`config.mk`:
```
export PLATFORM = sky130hd
export DESIGN_NAME = regfile_sequencer
export DESIGN_NICKNAME = d
export VERILOG_FILES = /design/src/rtl/regfile_sequencer.sv
export SDC_FILE = /design/constraint.sdc
export NUM_CORES = 1
export LEC_CHECK = 0
export ABC_AREA = 1
export CORE_MARGIN = 2
export CORE_UTILIZATION = 36
export CTS_BUF_LIST = sky130_fd_sc_hd__clkbuf_4
export DETAILED_ROUTE_END_ITERATION = 8
export PLACE_DENSITY = 0.71
export RECOVER_POWER = 100
export SETUP_SLACK_MARGIN = 0.4
export SLEW_MARGIN = 40
export SYNTH_ARGS = -nofsm -noshare
export SYNTH_HDL_FRONTEND = slang
export SYNTH_SLANG_ARGS = --single-unit
```
`constraint.sdc`:
```
create_clock -name clk -period 1.55 [get_ports clk]
set_input_delay 0.155 -clock clk [delete_from_list [all_inputs] [get_ports clk]]
set_output_delay 0.155 -clock clk [all_outputs]
set_load 0.05 [all_outputs]
```
`src/rtl/regfile_sequencer.sv`:
```
// Command sequencer for a 4-entry single-port register file: splits LOAD/READ/MOV/XCHG
// into the read and write cycles the file needs and returns one response per command.
module regfile_sequencer #(
  parameter int DATA_W = 16,
  parameter int SEL_W  = 2
) (
  input  logic              clk,
  input  logic              reset_n,
  input  logic              cmd_valid,
  output logic              cmd_ready,
  input  logic [1:0]        cmd_op,
  input  logic [SEL_W-1:0]  cmd_dst,
  input  logic [SEL_W-1:0]  cmd_src,
  input  logic [DATA_W-1:0] cmd_imm,
  output logic              rsp_valid,
  input  logic              rsp_ready,
  output logic [DATA_W-1:0] rsp_data,
  output logic [SEL_W-1:0]  rf_reg_select,
  output logic              rf_write_enable,
  output logic [DATA_W-1:0] rf_data_in,
  input  logic [DATA_W-1:0] rf_data_out
);

  localparam logic [1:0] OP_LOAD = 2'b00;
  localparam logic [1:0] OP_READ = 2'b01;
  localparam logic [1:0] OP_MOV  = 2'b10;
  localparam logic [1:0] OP_XCHG = 2'b11;

  typedef enum logic [2:0] {IDLE, RD_A, RD_B, WR_A, WR_B, RESP} state_t;

  typedef struct packed {
    logic [1:0]        op;
    logic [SEL_W-1:0]  dst;
    logic [SEL_W-1:0]  src;
    logic [DATA_W-1:0] imm;
  } cmd_t;

  state_t            state, state_nxt;
  cmd_t              cmd_q;
  logic [DATA_W-1:0] tmp_a, tmp_b, rsp_q;

  always_ff @(posedge clk or negedge reset_n) begin
    if (!reset_n) state <= IDLE;
    else          state <= state_nxt;
  end

  always_comb begin
    state_nxt       = state;
    cmd_ready       = 1'b0;
    rsp_valid       = 1'b0;
    rf_reg_select   = '0;
    rf_write_enable = 1'b0;
    rf_data_in      = '0;
    case (state)
      IDLE: begin
        cmd_ready = 1'b1;
        if (cmd_valid) state_nxt = (cmd_op == OP_LOAD) ? WR_A : RD_A;
      end
      RD_A: begin
        rf_reg_select = cmd_q.src;
        case (cmd_q.op)
          OP_READ: state_nxt = RESP;
          OP_MOV:  state_nxt = WR_A;
          default: state_nxt = RD_B;
        endcase
      end
      RD_B: begin
        rf_reg_select = cmd_q.dst;
        state_nxt     = WR_A;
      end
      WR_A: begin
        rf_reg_select   = cmd_q.dst;
        rf_write_enable = 1'b1;
        rf_data_in      = (cmd_q.op == OP_LOAD) ? cmd_q.imm : tmp_a;
        state_nxt       = (cmd_q.op == OP_XCHG) ? WR_B : RESP;
      end
      WR_B: begin
        rf_reg_select   = cmd_q.src;
        rf_write_enable = 1'b1;
        rf_data_in      = tmp_b;
        state_nxt       = RESP;
      end
      RESP: begin
        rsp_valid = 1'b1;
        if (rsp_ready) state_nxt = IDLE;
      end
      default: state_nxt = IDLE;
    endcase
  end

  // Response value is captured on the way into RESP so it stays frozen under backpressure.
  always_ff @(posedge clk or negedge reset_n) begin
    if (!reset_n) begin
      cmd_q <= '0;
      tmp_a <= '0;
      tmp_b <= '0;
      rsp_q <= '0;
    end else begin
      case (state)
        IDLE: if (cmd_valid) cmd_q <= '{op: cmd_op, dst: cmd_dst, src: cmd_src, imm: cmd_imm};
        RD_A: begin
          tmp_a <= rf_data_out;
          if (cmd_q.op == OP_READ) rsp_q <= rf_data_out;
        end
        RD_B: tmp_b <= rf_data_out;
        WR_A: begin
          if (cmd_q.op == OP_LOAD)     rsp_q <= cmd_q.imm;
          else if (cmd_q.op == OP_MOV) rsp_q <= tmp_a;
        end
        WR_B: rsp_q <= tmp_b;
        default: ;
      endcase
    end
  end

  assign rsp_data = rsp_q;

endmodule

```
==> impl_metrics.csv, run 1 <==
group,metric,value,unit
status,status,"complete, but fails checks",
status,failed_checks,"negative setup slack",
synth,synthFlopType,"dfrtp_1",
global_route,grt_pass1_vias,3779,
floorplanning,die_x,104,um
synth,yosysUniqueCellTypes,21,
worst_setup_path,path_class,"flip-flop to output port",
worst_setup_path,crit_arrival,1790,ps
sta,setup_slack,-396,ps
clocking,clock_sinks,73,
global_route,antenna_found_initial,0,
clocking,cts_root_buffer,"clkbuf_4",
global_route,grtUsageTotal,21.7,%
synth,yosysWarnings,0,
synth,postSynth.asyncResetShare,100,%
synth,ys_top_cells_by_area,"dfrtp_1 50%, nand2_1 21%, nand3_1 8.3%",
synth,synth_top_area_cell,"dfrtp_1",
finish,drive_above_1_share,45.1,%
worst_setup_path,critPathCaptureType,"output port",
finish,antennaDiodeCount,0,
sta,setup_violations,42,
sta,finClkSkew,17.8,ps
worst_setup_path,cp_slowest_stage_delay,480,ps
placement,hpwl,6940,um
worst_setup_path,path_delay_family,"buffers and inverters",
min_path,hold_path.class,"input port to flip-flop",
finish,nets,684,
worst_setup_path,path_common_cell,"buf_12",
job,maxCapViolations,0,
finish,fin_cells,774,
sta,hold_viol_final,0,
worst_setup_path,regToRegSetupSlack,-150,ps
placement,dpl.cell_count,677,
synth,synth-seq-cells,73,
worst_setup_path,crit_chain,"inv_2, nand2_2, nor2_4, buf_4, buf_12, nand2_1, nand2_4, buf_12",
synth,yosysMostFrequentCell,"nand2_1",
finish,fin_area,0.00635,mm^2
sta,slew-limit-headroom,32.0,%
drt,dr_total_vias,3930,
sta,max_freq,0.514,GHz
clocking,h-tree-depth,3,
sta,worst_pin_slew,1020,ps
global_route,grt_max_degree,74,
drt,drc_errors,0,
placement,post-place-ws,-129,ps
floorplanning,start_util,37.2,%
sta,fin_crit,1950,ps
placement,numPortBuffers,78,
sta,setup_tns,-8820,ps
sta,rsz0062_at_grt,"yes",
global_route,grt_overflow_total,0,
floorplanning,rows,36,
floorplanning,core_area,0.00977,mm^2
synth,syn_inst,474,
clocking,cts_max_path_buffers,2,
floorplanning,dieArea,0.0109,mm^2
synth,synth_area_per_cell,7.66,um^2
synth,synthesis.area,0.00363,mm^2
placement,gp_congestion,0.831,
drt,wl_per_cell,16.6,um
synth,synth_edf_count,0,
clocking,cts_made_buffers,9,
drt,drtPass1Iterations,5,
power,pwr_density_cell,2370,mW/mm^2
clocking,clk_pin_slew,110,ps
worst_setup_path,setup.worst_path.start_class,"flip-flop",
placement,placed_area,0.00503,mm^2
sta,final_max_slew_viol_count,0,
synth,ys_seq_area_share,50.3,%
power,leakage,3.15,nW
sta,fin_crit_sh,126,%
finish,synthToLayoutAreaGrowth,75.0,%
worst_setup_path,cp_slowest_cell,"dfrtp_2",
global_route,grt_pass1_wl,18700,um
power,ir_drop,0.00103,V
drt,via_per_inst,5.08,
floorplanning,die_h,104,um
synth,yosys-top-cells-count,"201 x nand2_1, 73 x dfrtp_1, 60 x nand3_1",
drt,postRouteAntennaNets,0,
drt,routed_wl,12900,um
worst_setup_path,cp_num_buf_inv,4,
worst_setup_path,worst-endpoint-required,1390,ps
sta,worst_hold_slack,227,ps
synth,netlist.area_leader.share,50.3,%
floorplanning,ioPinCount,79,
worst_setup_path,cp_max_fo,8,
drt,drt_iter0_markers,236,
clocking,cts_tree,"yes",
synth,synthesis.nets,521,
clocking,clkLatencyLatePin,420,ps
==> layout make-up <==
cell class	count	area, um^2
clock inverter	6	60.1
inverter	43	181
tap	133	166
timing repair buffer	170	1840
fill	748	3420
clock buffer	9	67.6
timing repair inverter	1	6.26
multi-input combinational	339	2200
sequential	73	1830
==> cell usage in the layout, fill, tap and decap left out, drive strengths merged <==
cell,Yosys,layout
a31oi,1,1
buf,15,110
bufbuf,0,1
bufinv,0,1
clkbuf,8,28
clkdlybuf4s50,0,39
clkinv,0,5
clkinvlp,0,2
dfrtp,73,73
dlygate4sd3,0,1
ha,5,5
inv,43,42
nand2,204,207
nand3,64,65
nand3b,1,1
nor2,7,7
nor3,1,1
o21a,1,1
o21ai,51,51
==> logic make-up (layout without fill, tap and decap cells) <==
group | after synthesis | count (layout) | share of synthesized area, %
simple gates | 277 | 281 | 32.5
flops | 73 | 73 | 50.3
compound gates | 53 | 53 | 7.41
buf+inv | 66 | 229 | 8.09
fa+ha+maj | 5 | 5 | 1.72
==> report_power, final <==
part	switching [mW]	total [mW]	internal, mW
registers	0.783	3.64	2.85
clock network	0.687	1.16	0.474
logic	5.79	10.3	4.48
total	7.26	15.1	7.81
==> sequential cells by signal (all words and copies together), names as in the netlist <==
| register | cells |
|---|---|
| state | 3 |
| rsp_data | 16 |
| cmd_q | 22 |
| tmp_a | 16 |
| tmp_b | 16 |
==> routing by layer <==
metal / up-vias / routed length [um] / global-route usage (%)
li1: 1835 / - / -
met1: 1899 / 5150 / 27.2
met2: 156 / 6580 / 37.1
met4: 0 / 459 / 8.98
met3: 40 / 695 / 3.38
met5: - / 0 / 0
==> through the flow <==
stage / power [mW] / utilization, %
after CTS: 13.7 / 60.7
after global routing: 15.9 / 65.0
final: 15.1 / 65.0
after floorplan: 8.35 / -
after detailed placement: 10.5 / 51.4
after global placement: 10.3 / 51.4
==> worst min-delay path: cells and delay by family <==
kind            cells  cell delay [ps]
compound gates      1               50
simple gates        1              160
buf+inv             1              240
==> worst paths after layout <==
check,start,end,depth (start not counted)
max,state[1],rf_data_in[15],8
min,cmd_valid,cmd_q[21],3
max reg2reg,cmd_q[20],rsp_data[15],11
min reg2reg,cmd_q[18],cmd_q[18],2
max in group asynchronous,reset_n,state[1],3
min in group asynchronous,reset_n,state[2],3
==> timing repair <==
action                     in CTS  in global routing
resized for setup              89                 93
setup endpoints to repair     110                110
cloned                          8                  1
pin swaps                      17                 24
setup buffers                  43                 29
hold buffers                    1                  0
hold endpoints to repair       73                  0
No activity file was read; power rests on OpenSTA's default activity.
==> inputs of run 2 (changes only) <==
--- a/config.mk
+++ b/config.mk
@@ -5,7 +5,6 @@
 export SDC_FILE = /design/constraint.sdc
 export NUM_CORES = 1
 export LEC_CHECK = 0
-export ABC_AREA = 1
 export CORE_MARGIN = 2
 export CORE_UTILIZATION = 36
 export CTS_BUF_LIST = sky130_fd_sc_hd__clkbuf_4
==> impl_metrics.csv, run 2 <==
group,metric,value,unit
status,status,"complete, but fails checks",
status,failed_checks,"negative setup slack",
placement,gp_congestion,0.807,
clocking,clkLatencyLatePin,450,ps
worst_setup_path,path_class,"flip-flop to output port",
drt,drt_iter0_markers,141,
global_route,grt_pass1_wl,17800,um
global_route,grt_overflow_total,0,
sta,rsz0062_at_grt,"yes",
synth,netlist.area_leader.share,50.4,%
sta,worst_pin_slew,902,ps
finish,largest_register_ffs,22,
synth,synthFlopType,"dfrtp_1",
worst_setup_path,r2r-start,"cmd_q[20]",
drt,postRouteAntennaNets,0,
drt,via_per_inst,5.24,
synth,synthesis.area,0.00362,mm^2
floorplanning,core_area,0.00977,mm^2
synth,yosysWarnings,0,
finish,top_register,"cmd_q",
clocking,clk_pin_slew,120,ps
worst_setup_path,setup.worst_path.start_class,"flip-flop",
synth,yosysUniqueCellTypes,34,
synth,synth_top_area_cell,"dfrtp_1",
clocking,cts_root_buffer,"clkbuf_4",
drt,wl_per_cell,20.1,um
synth,yosys-top-cells-count,"73 x dfrtp_1, 51 x mux2_2, 19 x inv_1",
synth,synth_edf_count,0,
synth,syn_inst,291,
global_route,grtUsageTotal,20.5,%
synth,synth-seq-cells,73,
drt,drc_errors,0,
floorplanning,start_util,37.1,%
worst_setup_path,worstSetupStartpoint,"cmd_q[21]",
worst_setup_path,critPathCaptureType,"output port",
sta,setup_slack,-610,ps
global_route,antenna_found_initial,0,
finish,layout_common_cells,"71 x dfrtp_1, 69 x buf_4, 52 x mux2_4, 40 x clkdlybuf4s50_1, 31 x buf_6",
placement,numPortBuffers,78,
min_path,holdCritStartpoint,"cmd_imm[2]",
clocking,cts_max_path_buffers,2,
job,maxCapViolations,0,
clocking,cts_tree,"yes",
synth,synth_area_per_cell,12.5,um^2
finish,drive_above_1_share,66.2,%
clocking,cts_made_buffers,9,
power,pwr_density_cell,2610,mW/mm^2
floorplanning,ioPinCount,79,
finish,synthToLayoutAreaGrowth,77.9,%
drt,dr_total_vias,3161,
finish,utilization,66.0,%
clocking,clock_sinks,73,
sta,worst_hold_slack,307,ps
synth,ys_top_cells_by_area,"dfrtp_1 50%, mux2_2 16%, mux2i_1 4.4%",
global_route,grt_max_degree,39,
worst_setup_path,crit_arrival,2010,ps
power,leakage,2.83,nW
sta,max_freq,0.463,GHz
sta,slew-limit-headroom,39.9,%
power,power.total,16.8,mW
synth,yosysMostFrequentCell,"dfrtp_1",
power,ir_drop,0.00133,V
floorplanning,die_h,104,um
worst_setup_path,worst-endpoint-required,1390,ps
sta,fin_crit_sh,139,%
sta,final_max_slew_viol_count,0,
finish,nFillCells,667,
synth,postSynth.asyncResetShare,100,%
worst_setup_path,cp_max_fo,5,
sta,setup_violations,92,
sta,setup_tns,-30500,ps
floorplanning,dieArea,0.0109,mm^2
synth,ys_seq_area_share,50.4,%
floorplanning,die_x,104,um
floorplanning,rows,36,
synth,synthesis.nets,338,
sta,fin_crit,2160,ps
drt,routed_wl,12100,um
finish,final_common_cell,"dfrtp_1",
sta,finClkSkew,23.1,ps
min_path,hold_path.class,"input port to flip-flop",
finish,nets,513,
clocking,h-tree-depth,3,
finish,antennaDiodeCount,0,
sta,hold_viol_final,0,
global_route,grt_pass1_vias,3388,
drt,drtPass1Iterations,4,
placement,hpwl,7170,um
## run 2: cell types whose count changed after synthesis, moves of 4 or more
cell,change
nand2_1,-198
mux2_2,+51
o21ai_0,-46
nand3_1,-42
inv_1,-23
a2bb2oi_1,+16
a311oi_1,+16
mux2i_1,+16
a31oi_2,+10
buf_2,+6
a31oi_1,+5
nand3_2,-4
## run 2: cell families after synthesis
kind of cell,Yosys count,synth area share (%)
adder cells (fa/ha/maj),5,1.73
flip-flops,73,50.4
multiplexers,68,20.6
buffers and inverters,45,6.04
AND/OR/NAND/NOR,38,6.39
AO/OA/AOI/OAI,62,14.9
## run 2: critical path, stage by stage (launching register included)
cell and delay (ps):
dfrtp_1 420, inv_2 100, ha_4 210, buf_8 160, mux2i_4 230, a2bb2oi_2 220, inv_2 70, buf_12 150
## run 2: final cells by class
class | count | area (um^2) | area share [%]
multi-input combinational | 173 | 2230 | 34.6
timing repair buffer | 190 | 1990 | 30.9
inverter | 19 | 73.8 | 1.14
clock buffer | 10 | 75.1 | 1.16
sequential | 73 | 1830 | 28.4
clock inverter | 5 | 81.3 | 1.26
tap | 133 | 166 | 2.58
## run 2: layer usage
metal / vias up / part of all wire [%] / GRT usage (%)
li1: 1425 / - / -
met1: 1632 / 42 / 25.7
met2: 80 / 52 / 34.9
met3: 24 / 3.8 / 3.82
met4: 0 / 2.4 / 8.20
met5: - / 0 / 0
## run 2: report_power, final
group	total [mW]	leakage, nW	internal (mW)	switching [mW]
clock	1.39	0.0824	0.663	0.723
combinational	11.7	1.90	6.21	5.47
sequential	3.77	0.853	2.90	0.864
## run 2: per-stage QoR
step | cell area, um^2 | worst slack, ps | cells
floorplan | 3860 | -354 | 291
global placement | 5320 | -149 | 540
detailed placement | 5320 | -217 | 540
CTS | 6190 | -579 | 582
global route | 6450 | -662 | 603
finish | 6450 | -610 | 603
## run 2: worst paths after layout
kind	end	slack (ps)	cells past startpoint
max in group asynchronous	tmp_a[14]	330	3
worst max register to register	rsp_data[2]	-440	6
min in group asynchronous	tmp_a[0]	350	2
worst min-delay path	cmd_q[2]	310	2
worst max-delay path	rf_data_in[12]	-610	7
worst min register to register	cmd_q[13]	540	1
## run 2: what timing repair did
action,4_1_cts,5_1_grt
pin swaps,18,16
setup endpoints to repair,109,110
hold buffers,1,0
gates resized for setup,125,35
buffers inserted,26,20
hold endpoints to repair,35,0
gates cloned,0,1
